<file path="config.mk">
export PLATFORM = sky130hd
export DESIGN_NAME = seg_display_mux_n_flat
export DESIGN_NICKNAME = d
export VERILOG_FILES = /design/src/rtl/seg_display_mux_n_if.sv /design/src/rtl/seg_display_mux_n.sv /design/src/flat_wrapper.sv
export SDC_FILE = /design/constraint.sdc
export NUM_CORES = 1
export LEC_CHECK = 0
export BUFFER_PORTS_ARGS = -buffer_cell sky130_fd_sc_hd__buf_4
export CORE_ASPECT_RATIO = 1.1
export CORE_MARGIN = 2
export CORE_UTILIZATION = 45
export CTS_CLUSTER_DIAMETER = 30
export DETAILED_ROUTE_END_ITERATION = 8
export MAX_ROUTING_LAYER = met4
export SETUP_SLACK_MARGIN = 0.05
export SLEW_MARGIN = 20
export SYNTH_ARGS = -nofsm -noshare
export SYNTH_HDL_FRONTEND = slang
export SYNTH_SLANG_ARGS = --single-unit
</file>
<file path="constraint.sdc">
create_clock -name clk -period 6 [get_ports clk]
set_input_delay 1.8 -clock clk [delete_from_list [all_inputs] [get_ports clk]]
set_output_delay 1.8 -clock clk [all_outputs]
set_load 0.02 [all_outputs]
</file>
<file path="src/rtl/seg_display_mux_n_if.sv">
// Value handshake bundle for seg_display_mux_n: value, valid/ready, completion and overflow.
// With SEG_HEX_MODE_EN defined, the bundle also carries hex_mode.
interface seg_display_mux_n_if #(
    parameter int unsigned DATA_W = 16
);
    logic [DATA_W-1:0] value_in;
    logic              value_valid;
    logic              value_ready;
    logic              conv_done;
    logic              overflow;
`ifdef SEG_HEX_MODE_EN
    logic              hex_mode;

    modport master (
        output value_in, value_valid, hex_mode,
        input  value_ready, conv_done, overflow
    );
    modport slave (
        input  value_in, value_valid, hex_mode,
        output value_ready, conv_done, overflow
    );
`else
    modport master (
        output value_in, value_valid,
        input  value_ready, conv_done, overflow
    );
    modport slave (
        input  value_in, value_valid,
        output value_ready, conv_done, overflow
    );
`endif
endinterface

</file>
<file path="src/rtl/seg_display_mux_n.sv">
// Binary-to-BCD (iterative double-dabble) converter driving a scanned common-cathode
// 7-segment display. Optional raw-hex path enabled by the SEG_HEX_MODE_EN macro.
module seg_display_mux_n #(
    parameter int unsigned DATA_W     = 16,
    parameter int unsigned NUM_DIGITS = 8,
    parameter int unsigned SCAN_DIV   = 10000
) (
    input  logic                  clk,
    input  logic                  rstb,
    seg_display_mux_n_if.slave    bus,
    input  logic                  blank_en,
    output logic [NUM_DIGITS-1:0] digit,
    output logic [6:0]            seg_data
);

    // Accumulator holds 2^DATA_W-1 in BCD and is never narrower than the display.
    localparam int unsigned MIN_NIB = (DATA_W * 302 + 999) / 1000 + 1;
    localparam int unsigned BCD_N   = (MIN_NIB > NUM_DIGITS) ? MIN_NIB : NUM_DIGITS;
    localparam int unsigned BCD_W   = 4 * BCD_N;
    localparam int unsigned DISP_W  = 4 * NUM_DIGITS;
    localparam int unsigned CNT_W   = $clog2(DATA_W);
    localparam int unsigned PRE_W   = $clog2(SCAN_DIV);
    localparam int unsigned IDX_W   = (NUM_DIGITS > 1) ? $clog2(NUM_DIGITS) : 1;

    typedef enum logic [1:0] {StIdle, StConv, StUpdate} state_e;

    state_e              state_q;
    logic [DATA_W-1:0]   shift_q;
    logic [BCD_W-1:0]    bcd_q;
    logic [BCD_W-1:0]    bcd_adj;
    logic [CNT_W-1:0]    iter_q;
    logic [DISP_W-1:0]   disp_q;
    logic                ready_q;
    logic                done_q;
    logic                ovf_q;
    logic                upper_nz;
    logic                hex_sel;

    logic [PRE_W-1:0]      pre_q;
    logic [IDX_W-1:0]      idx_q;
    logic [IDX_W-1:0]      msd;
    logic [3:0]            cur_nib;
    logic                  blank_pos;
    logic [6:0]            seg_next;
    logic [NUM_DIGITS-1:0] digit_q;
    logic [6:0]            seg_q;

`ifdef SEG_HEX_MODE_EN
    assign hex_sel = bus.hex_mode;
`else
    assign hex_sel = 1'b0;
`endif

    always_comb begin
        bcd_adj = bcd_q;
        for (int unsigned i = 0; i < BCD_N; i++) begin
            if (bcd_q[4*i +: 4] >= 4'd5) begin
                bcd_adj[4*i +: 4] = bcd_q[4*i +: 4] + 4'd3;
            end
        end
    end

    always_comb begin
        upper_nz = 1'b0;
        for (int unsigned i = NUM_DIGITS; i < BCD_N; i++) begin
            upper_nz = upper_nz | (|bcd_q[4*i +: 4]);
        end
    end

    always_ff @(posedge clk or negedge rstb) begin
        if (!rstb) begin
            state_q <= StIdle;
            shift_q <= '0;
            bcd_q   <= '0;
            iter_q  <= '0;
            disp_q  <= '0;
            ready_q <= 1'b0;
            done_q  <= 1'b0;
            ovf_q   <= 1'b0;
        end else begin
            done_q <= 1'b0;
            case (state_q)
                StIdle: begin
                    ready_q <= 1'b1;
                    if (bus.value_valid && ready_q) begin
                        ready_q <= 1'b0;
                        if (hex_sel) begin
                            // Raw nibbles go straight into the accumulator; no conversion.
                            bcd_q   <= BCD_W'(bus.value_in);
                            state_q <= StUpdate;
                        end else begin
                            shift_q <= bus.value_in;
                            bcd_q   <= '0;
                            iter_q  <= '0;
                            state_q <= StConv;
                        end
                    end
                end
                StConv: begin
                    {bcd_q, shift_q} <= {bcd_adj[BCD_W-2:0], shift_q, 1'b0};
                    iter_q           <= iter_q + 1'b1;
                    if (iter_q == CNT_W'(DATA_W - 1)) begin
                        state_q <= StUpdate;
                    end
                end
                StUpdate: begin
                    disp_q  <= bcd_q[DISP_W-1:0];
                    ovf_q   <= upper_nz;
                    done_q  <= 1'b1;
                    state_q <= StIdle;
                end
                default: state_q <= StIdle;
            endcase
        end
    end

    assign bus.value_ready = ready_q;
    assign bus.conv_done   = done_q;
    assign bus.overflow    = ovf_q;

    function automatic logic [6:0] seg_lut(input logic [3:0] n);
        logic [6:0] s;
        case (n)
            4'h0: s = 7'h3F;
            4'h1: s = 7'h06;
            4'h2: s = 7'h5B;
            4'h3: s = 7'h4F;
            4'h4: s = 7'h66;
            4'h5: s = 7'h6D;
            4'h6: s = 7'h7D;
            4'h7: s = 7'h07;
            4'h8: s = 7'h7F;
            4'h9: s = 7'h6F;
`ifdef SEG_HEX_MODE_EN
            4'hA: s = 7'h77;
            4'hB: s = 7'h7C;
            4'hC: s = 7'h39;
            4'hD: s = 7'h5E;
            4'hE: s = 7'h79;
            4'hF: s = 7'h71;
`endif
            default: s = 7'h00;
        endcase
        return s;
    endfunction

    always_comb begin
        msd = '0;
        for (int unsigned i = 0; i < NUM_DIGITS; i++) begin
            if (|disp_q[4*i +: 4]) begin
                msd = IDX_W'(i);
            end
        end
    end

    // Position 0 can never exceed msd, so it is never blanked.
    assign cur_nib   = disp_q[4*idx_q +: 4];
    assign blank_pos = blank_en && (idx_q > msd);

    always_comb begin
        seg_next = seg_lut(cur_nib);
        if (ovf_q) begin
            seg_next = 7'h40;
        end else if (blank_pos) begin
            seg_next = 7'h00;
        end
    end

    always_ff @(posedge clk or negedge rstb) begin
        if (!rstb) begin
            pre_q   <= '0;
            idx_q   <= '0;
            digit_q <= '0;
            seg_q   <= '0;
        end else begin
            if (pre_q == PRE_W'(SCAN_DIV - 1)) begin
                pre_q <= '0;
                idx_q <= (idx_q == IDX_W'(NUM_DIGITS - 1)) ? '0 : idx_q + 1'b1;
            end else begin
                pre_q <= pre_q + 1'b1;
            end
            digit_q <= NUM_DIGITS'(1) << idx_q;
            seg_q   <= seg_next;
        end
    end

    assign digit    = digit_q;
    assign seg_data = seg_q;

endmodule

</file>
<file path="src/flat_wrapper.sv">
// flat-port wrapper written by rule: the top's interface ports become plain ports
module seg_display_mux_n_flat 
#(
    parameter int unsigned DATA_W     = 16,
    parameter int unsigned NUM_DIGITS = 8,
    parameter int unsigned SCAN_DIV   = 10000
)
  (clk, rstb, blank_en, digit, seg_data, bus_value_in, bus_value_valid, bus_value_ready, bus_conv_done, bus_overflow);
  seg_display_mux_n_if #(.DATA_W(DATA_W)) bus_i ();
  input  logic clk;
  input  logic rstb;
  input  logic blank_en;
  output logic [NUM_DIGITS-1:0] digit;
  output logic [6:0] seg_data;
  input wire logic [$bits(bus_i.value_in)-1:0] bus_value_in;
  input wire logic [$bits(bus_i.value_valid)-1:0] bus_value_valid;
  output wire logic [$bits(bus_i.value_ready)-1:0] bus_value_ready;
  output wire logic [$bits(bus_i.conv_done)-1:0] bus_conv_done;
  output wire logic [$bits(bus_i.overflow)-1:0] bus_overflow;
  assign bus_i.value_in = bus_value_in;
  assign bus_i.value_valid = bus_value_valid;
  assign bus_value_ready = bus_i.value_ready;
  assign bus_conv_done = bus_i.conv_done;
  assign bus_overflow = bus_i.overflow;
  seg_display_mux_n #(.DATA_W(DATA_W), .NUM_DIGITS(NUM_DIGITS), .SCAN_DIV(SCAN_DIV)) u_core (.clk(clk), .rstb(rstb), .bus(bus_i), .blank_en(blank_en), .digit(digit), .seg_data(seg_data));
endmodule
</file>
# Word level (Yosys, flattened, before mapping)

Memory sizes are Yosys's and may differ from the RTL's.
Index checks and enable logic that the tools add are counted.

Add/subtract/negate cells: 11
Magnitude comparators: 9
Equal/unequal tests: 7
Shift-type cells: 2
Mux-type cells: 29
Reduce and logical (&&, ||, !) cells: 13

Operators by type and width:

| operator                | count |
|---|---|
| $pmux W32 S2            | 1 |
| $ge A4 B3 Y1 const B    | 8 |
| $mux W32                | 1 |
| $mux W4                 | 8 |
| $pmux W16 S2            | 1 |
| $shiftx A32 B6 Y4       | 1 |
| $add A4 B2 Y4 const B   | 7 |
| $reduce_or A4 Y1        | 7 |
| $mux W3                 | 6 |
| $mux W16                | 1 |
| $add A14 B1 Y14 const B | 1 |
| $eq A14 B14 Y1 const B  | 1 |
| $mux W14                | 1 |
| $mux W2                 | 4 |
| $pmux W4 S2             | 1 |
| $shl A1 B3 Y8 const A   | 1 |
| $mux W7                 | 1 |
| $add A4 B1 Y4 const B   | 1 |
| $eq A4 B4 Y1 const B    | 1 |
| $ne A2 B1 Y1 const B    | 2 |
| $pmux W2 S2             | 1 |
| $reduce_and A2 Y1       | 2 |
| $add A3 B1 Y3 const B   | 1 |
| $add A3 B2 Y3 const B   | 1 |
| 8 further kinds         | 11 |

Bits in registers: 120
Bits in read-only memories: 112
Bits of input ports: 20
Output and inout bits: 18
Logic and storage cells: 83
Memories: 1

Memory list:

| name            | words | width | read ports | clocked after memory_dff | write ports | RTL line                 | RTL |
|---|---|---|---|---|---|---|---|
| (no name shown) | 16    | 7     | 1          | 0                        | 0           | seg_display_mux_n.sv:123 | `case (n)` |

# Logic depth before layout (Yosys ltp)

Gate-level depths: netlist (run 1).

Depth in word-level cells: 11
Depth in mapped cells: 11
Gate-level depth less buffers: 11

# Worst setup path after synthesis (run 1)

OpenSTA, ideal clock, no wires.

Path type: input -> register
From: input port bus_value_valid
To: register u_core.shift_q[10]
Library setup time: 0.127 ns
Data arrival time: 2.857 ns
Data required time: 5.873 ns
Slack: 3.016 ns
Stages: 6
Buffers on the path: 2
Cells stage by stage: a21oi_1 -> or2_2 -> clkbuf_1 -> clkbuf_1 -> a222oi_1 -> inv_1

Word-level cells in the longest chain between the ends: 3

RTL lines:

| item                               | RTL line                 | RTL |
|---|---|---|
| from (decl)                        | flat_wrapper.sv:16       | `input wire logic [$bits(bus_i.value_valid)-1:0] bus_value_valid;` |
| $logic_and A1 B1 Y1                | seg_display_mux_n.sv:85  | `if (bus.value_valid && ready_q) begin` |
| $ne A2 B1 Y1 (no source line)      | --                       |  |
| $reduce_and A2 Y1 (no source line) | --                       |  |
| to (signal assigned)               | seg_display_mux_n.sv:92  | `shift_q <= bus.value_in;` |
| to (signal assigned)               | seg_display_mux_n.sv:100 | `{bcd_q, shift_q} <= {bcd_adj[BCD_W-2:0], shift_q, 1'b0};` |
| to (decl)                          | seg_display_mux_n.sv:28  | `logic [DATA_W-1:0] shift_q;` |

Every way passes these cells.
A chain may end at the register's enable or synchronous reset.

# Worst setup path in the final report (run 1)

From: register u_core.ready_q (netlist: u_core.bus.value_ready)
To: output port bus_value_ready

RTL lines:

| item                   | RTL line                | RTL |
|---|---|---|
| from (decl)            | seg_display_mux_n.sv:33 | `logic ready_q;` |
| from (signal assigned) | seg_display_mux_n.sv:77 | `ready_q <= 1'b0;` |
| from (signal assigned) | seg_display_mux_n.sv:84 | `ready_q <= 1'b1;` |
| from (signal assigned) | seg_display_mux_n.sv:86 | `ready_q <= 1'b0;` |
| to (decl)              | flat_wrapper.sv:17      | `output wire logic [$bits(bus_i.value_ready)-1:0] bus_value_ready;` |

No word-level cell between the ends.

==> flow_summary.json, run 1 <==
{
  "status": "completed",
  "ys_ff_latch": 120,
  "clock_path_buffers": 2,
  "dp_slack_ns": 2.824,
  "worstSetupPathType": "reg2out",
  "worst-path-max-fanout": 5,
  "peakVddDrop_mv": 0.3171,
  "setup_violations": 0,
  "fp.dieW_um": 112.0,
  "ctsHoldBuffers": 0,
  "ys_types": 49,
  "dieHeight_um": 122.8,
  "power_leakage_nw": 3.241,
  "cts_resized": 0,
  "power_density_nw_per_um2": 525.6,
  "skew_ns": 0.007482,
  "antennaDiodeCount": 0,
  "post-route-util_pct": 53.75,
  "finalCritPeriodShare_pct": 46.73,
  "synth-edff-count": 0,
  "clk_transition_reported_paths_ns": 0.06,
  "via_per_inst": 5.518,
  "fin_crit_ns": 2.804,
  "synth_area_um2": 5771,
  "cts_tree": "built",
  "layout-drive-gt1-share_pct": 22.61,
  "seq_area_frac_synth_pct": 52.04,
  "rsz0062_at_grt": "false",
  "ys.flop_type": "dfrtp_1",
  "core.rowCount": 43,
  "fin_total_pwr_w": 0.003556,
  "path_cells": "buf_4",
  "wl_mm": 11.35,
  "tightest_slew_ns": 0.7408,
  "syn_area_per_cell_um2": 11.70,
  "syn_inst": 493,
  "grt_pass1_vias": 4069,
  "ios": 38,
  "drt_first_pass_iters": 6,
  "cp-start-kind": "register",
  "port_buffers": 36,
  "hpwl_mm": 7.723,
  "cts_root_buffer": "clkbuf_16",
  "path_buf_inv": 1,
  "ant_nets": 0,
  "htreeDepth": 4,
  "hold_viol": 0,
  "drc": 0,
  "gr-total-overflow": 0,
  "initial_core_util_pct": 45.84,
  "gp_congestion": 0.8263,
  "fmax_mhz": 356.6,
  "grt_pass1_wl_mm": 20.10,
  "slowest_stage": "dfrtp_1",
  "cts_buffers": 17,
  "holdWs_ns": 0.4851,
  "area_growth_pct": 17.26,
  "critPathMaxStageDelay_ns": 0.42,
  "antenna_found_initial": 0,
  "drv_cap": 0,
  "core_um2": 12590,
  "fill_cells": 1109,
  "syn-num-nets": 544,
  "cp.required_ns": 4.20,
  "drt_iter0_markers": 248,
  "finalSetupTns_ns": 0,
  "cts.sinks": 120,
  "multi_input_area_um2": 2550,
  "clock_latency_ns": 0.41,
  "async_reset_ff_share_pct": 100.0,
  "final_nets": 582,
  "final_max_slew_viol_count": 0,
  "cpLargestDelayFamily": "flip-flops",
  "cts.repair_timing.setup_buffer_count": 0,
  "setup_ws_ns": 3.196,
  "grt_start_max_net_pins": 81,
  "register_area_um2": 3003,
  "min-delay-path-class": "reg2reg",
  "dieArea_um2": 13750,
  "slew_headroom_pct": 50.61,
  "worstSetupEndpointType": "primary output",
  "worst_ep_arrival_time_ns": 1.00,
  "grtUsageTotal_pct": 19.00,
  "wire_per_inst_um": 16.19,
  "ys.warnings.count": 0,
  "vias": 3868
}
sequential cells by signal, summed over array words and instances (netlist names):
name	flops
u_core.state_q	2
u_core.seg_data	7
u_core.disp_q	32
u_core.bus.value_ready	1
u_core.bcd_q	32
u_core.pre_q	14
u_core.digit	8
u_core.idx_q	3
u_core.shift_q	16
u_core.iter_q	4
u_core.bus.conv_done	1
per-stage QoR:
stage               cell area (um2)  instances
floorplan                      5771        493
global placement               6185        669
detailed placement             6185        669
CTS                            6763        701
global route                   6766        701
finish                         6766        701
cell usage in the layout (no fill, tap or decap), types with 3 or more instances in the layout:
| cell type | synthesis | layout |
|---|---|---|
| dfrtp_1 | 120 | 120 |
| buf_4 | 1 | 40 |
| inv_1 | 33 | 33 |
| mux2_2 | 33 | 33 |
| ha_1 | 31 | 31 |
| nor2_1 | 27 | 27 |
| nand2_1 | 25 | 25 |
| o21ai_0 | 22 | 22 |
| clkbuf_16 | 0 | 17 |
| xor2_1 | 15 | 15 |
| a21oi_1 | 14 | 14 |
| nand3_1 | 12 | 12 |
| o22ai_1 | 12 | 12 |
| xnor2_1 | 12 | 12 |
| a222oi_1 | 12 | 12 |
| nand2b_1 | 10 | 10 |
| o31ai_1 | 9 | 9 |
| a22o_1 | 9 | 9 |
| mux4_2 | 8 | 8 |
| a32o_1 | 8 | 8 |
| o21ai_1 | 7 | 7 |
| o32ai_1 | 7 | 7 |
| nor4_1 | 6 | 6 |
| nor2b_1 | 7 | 5 |
| clkinvlp_4 | 0 | 5 |
| clkinv_2 | 0 | 4 |
| and2_1 | 3 | 3 |
| mux2i_1 | 3 | 3 |
| nor2b_2 | 1 | 3 |
kinds of logic (layout without fill, tap and decap cells):
kind of cell / count (synthesis) / after routing / synth area share (%)
and+or+nand+nor: 104 / 104 / 9.259
adders and majority gates: 31 / 31 / 6.722
other: 1 / 1 / 0.06499
xor gates and xnor gates: 27 / 27 / 4.098
buffers and inverters: 56 / 107 / 3.859
AOI/OAI and AO/OA: 108 / 108 / 13.23
DFF: 120 / 120 / 52.04
muxes: 46 / 46 / 10.73
report_power, final:
group          internal [W]  switching [W]  total [W]  leakage (nW)
clock              0.000610       0.000368   0.000977         0.271
combinational      0.000607       0.000714    0.00132          1.41
sequential          0.00105       0.000212    0.00126          1.56
total               0.00226        0.00129    0.00356          3.24
final timing paths:
check	startpoint	endpoint	slack (ns)	cells after the start
min in group asynchronous	rstb	u_core.disp_q[1]	1.40	1
setup / recovery	u_core.bus.value_ready	bus_value_ready	3.20	1
hold / removal	u_core.pre_q[0]	u_core.pre_q[0]	0.49	1
hold reg to reg	u_core.pre_q[0]	u_core.pre_q[0]	0.49	1
setup reg to reg	u_core.disp_q[9]	u_core.seg_data[6]	3.50	11
max in group asynchronous	rstb	u_core.bcd_q[31]	3.56	2
final cells by class:
type,count,area share (%)
clock buffers,17,6.287
clock inverters,15,2.256
multi-input cells,317,37.68
inverters,34,1.886
repair buffers,41,4.604
well taps,157,2.903
flip-flops and latches,120,44.38
Yosys cell counts (all sizes together), types with 2 or more instances:
master	count	share of area, %
nor2	27	1.8
or4b	2	0.35
inv	34	2.2
a32o	8	1.4
nand2	26	1.8
nor3	2	0.17
o32ai	7	1.1
o21ai	29	2.5
nand3	12	1.0
dfrtp	120	52
xnor2	12	1.8
and2	3	0.33
nand2b	10	1.1
a21oi	14	1.2
nor4	7	1.0
buf	3	0.41
and3	2	0.22
mux4	8	3.1
o31ai	9	1.2
nor2b	8	0.91
nand4	2	0.22
o211ai	2	0.26
ha	31	6.7
clkbuf	19	1.2
a222oi	12	2.1
o22ai	12	1.3
a22o	9	1.4
xor2	15	2.3
mux2i	4	0.91
mux2	34	6.7
routing by layer:
| metal | wire, um | vias to the layer above | track usage (%) |
|---|---|---|---|
| met5 | 0 | - | - |
| met4 | 77 | 0 | 6.174 |
| met3 | 349 | 5 | 4.790 |
| met2 | 5605 | 86 | 30.04 |
| met1 | 5314 | 1911 | 24.34 |
| li1 | - | 1866 | - |
Note: power is estimated with default switching activity, not from simulation.
==> run 2, diff against run 1 <==
==> constraint.sdc (replaced) <==
create_clock -name clk -period 2.9 [get_ports clk]
set_input_delay 0.87 -clock clk [delete_from_list [all_inputs] [get_ports clk]]
set_output_delay 0.87 -clock clk [all_outputs]
set_load 0.02 [all_outputs]
==> run 2 against run 1 <==
  * Cell count is the same
  * Wire length grew 0.83%
  * Register-to-register slack lost 3.1 ns
  * Design area grew 0.41%
  * Clock-buffer cell count grew 6
  * Die area is the same
  * Non-clock buffer count grew 1
  * Clock skew is essentially flat
  * Largest power group unchanged
  * Highest routed layer unchanged
==> flow_summary.json, run 2 (same netlist as run 1, synthesis figures left out) <==
{
  "status": "completed",
  "worstSetupPathType": "reg2reg",
  "slowest_stage": "nor4_1",
  "layout_commonest_cell": "dfrtp_1",
  "cts_resized": 0,
  "fmax_mhz": 406.4,
  "hpwl_mm": 7.822,
  "clock_path_buffers": 2,
  "fin_total_pwr_w": 0.007428,
  "wire_per_inst_um": 16.32,
  "fin_crit_ns": 2.461,
  "cts.sinks": 120,
  "cp.required_ns": 3.22,
  "ios": 38,
  "grt_start_max_net_pins": 57,
  "cts_buffers": 17,
  "final_max_slew_viol_count": 0,
  "clk_transition_reported_paths_ns": 0.05,
  "cts_tree": "built",
  "grtUsageTotal_pct": 18.85,
  "worst_ep_arrival_time_ns": 2.79,
  "reg_top3": "u_core.bcd_q: 32 flops, u_core.disp_q: 32 flops, u_core.shift_q: 16 flops",
  "slew_headroom_pct": 52.04,
  "worstSetupEndpointType": "register",
  "clock_latency_ns": 0.41,
  "ant_nets": 0,
  "peakVddDrop_mv": 0.7071,
  "core.rowCount": 43,
  "finalCritPeriodShare_pct": 84.86,
  "ctsHoldBuffers": 0,
  "via_per_inst": 5.562,
  "drt_iter0_markers": 249,
  "skew_ns": 0.007061,
  "drt_first_pass_iters": 5,
  "drc": 0,
  "gr-total-overflow": 0,
  "hold_viol": 0,
  "vias": 3899,
  "drv_cap": 0,
  "instances_no_fill": 701,
  "finalSetupTns_ns": 0,
  "fp.dieW_um": 112.0,
  "final_cell_mix": "120 x dfrtp_1, 41 x buf_4, 33 x inv_1, 33 x mux2_2, 31 x ha_1",
  "critPathMaxStageDelay_ns": 0.42,
  "path_cells": "nor4_1, nand2_1, nor2_1, ha_1, nor2b_1, o21a_1, o211a_1, or3_1, o21ai_0",
  "grt_pass1_wl_mm": 19.70,
  "port_buffers": 36,
  "area_growth_pct": 17.74,
  "rsz0062_at_grt": "false",
  "post-route-util_pct": 53.97,
  "power_leakage_nw": 3.264,
  "final_nets": 583,
  "antennaDiodeCount": 0,
  "initial_core_util_pct": 45.84,
  "grt_pass1_vias": 3917,
  "tightest_slew_ns": 0.7140,
  "power_density_nw_per_um2": 1093,
  "layout-drive-gt1-share_pct": 21.88,
  "wl_mm": 11.44,
  "dp_cells": 670,
  "htreeDepth": 4,
  "antenna_found_initial": 0,
  "min-delay-path-class": "in2async",
  "worst-path-max-fanout": 4,
  "setup_violations": 0,
  "core_um2": 12590,
  "cts_root_buffer": "clkbuf_16",
  "dieHeight_um": 122.8,
  "gp_congestion": 0.8482,
  "dieArea_um2": 13750,
  "cp-start-kind": "register",
  "cts.repair_timing.setup_buffer_count": 0
}
[run 2: through the flow]
stage	setup WS [ns]	hold slack, ns	instance area [um2]
CTS	0.4465	0.4933	6794
detailed placement	0.4664	0.4837	6205
finish	0.4391	0.4771	6794
global placement	0.4900	0.4727	6205
floorplan	0.6250	0.4488	5771
global route	0.1680	0.5140	6794
[run 2: path summary, 6_finish.rpt]
check,from,endpoint,slack [ns],cells past startpoint
setup / recovery,u_core.disp_q[28],u_core.seg_data[5],0.44,9
hold / removal,rstb,u_core.bcd_q[1],0.48,1
setup reg to reg,u_core.disp_q[28],u_core.seg_data[5],0.44,9
hold reg to reg,u_core.pre_q[0],u_core.pre_q[0],0.49,1
max in group asynchronous,rstb,u_core.disp_q[15],1.70,2
min in group clk,u_core.pre_q[0],u_core.pre_q[0],0.49,1
[run 2: final cells by class]
class	instances	area [um2]
Fill cell	1100	5796
Sequential cell	120	3003
Multi-Input combinational cell	317	2550
Clock buffer	23	467.9
Timing Repair Buffer	42	327.8
Tap cell	157	196.4
Inverter	34	127.6
Clock inverter	8	121.4
[run 2: worst max-delay path, delay by kind of cell (launching register included)]
family,cells,cell delay (ns)
DFF,1,0.39
adders and majority gates,1,0.25
AOI/OAI and AO/OA,3,0.51
and+or+nand+nor,5,1.20
[run 2: layer usage]
layer  vias up  part of all wire (%)  global-route usage, %
li1       1869                     -                      -
met1      1938                    46                  23.89
met2        74                    48                  29.09
met3        18                   3.6                  4.889
met4         0                   1.9                  7.927
met5         -                     0                      -
[run 2: where the power goes]
part           internal, W  switching (W)
sequential         0.00216       0.000432
clock              0.00139       0.000718
combinational      0.00125        0.00147
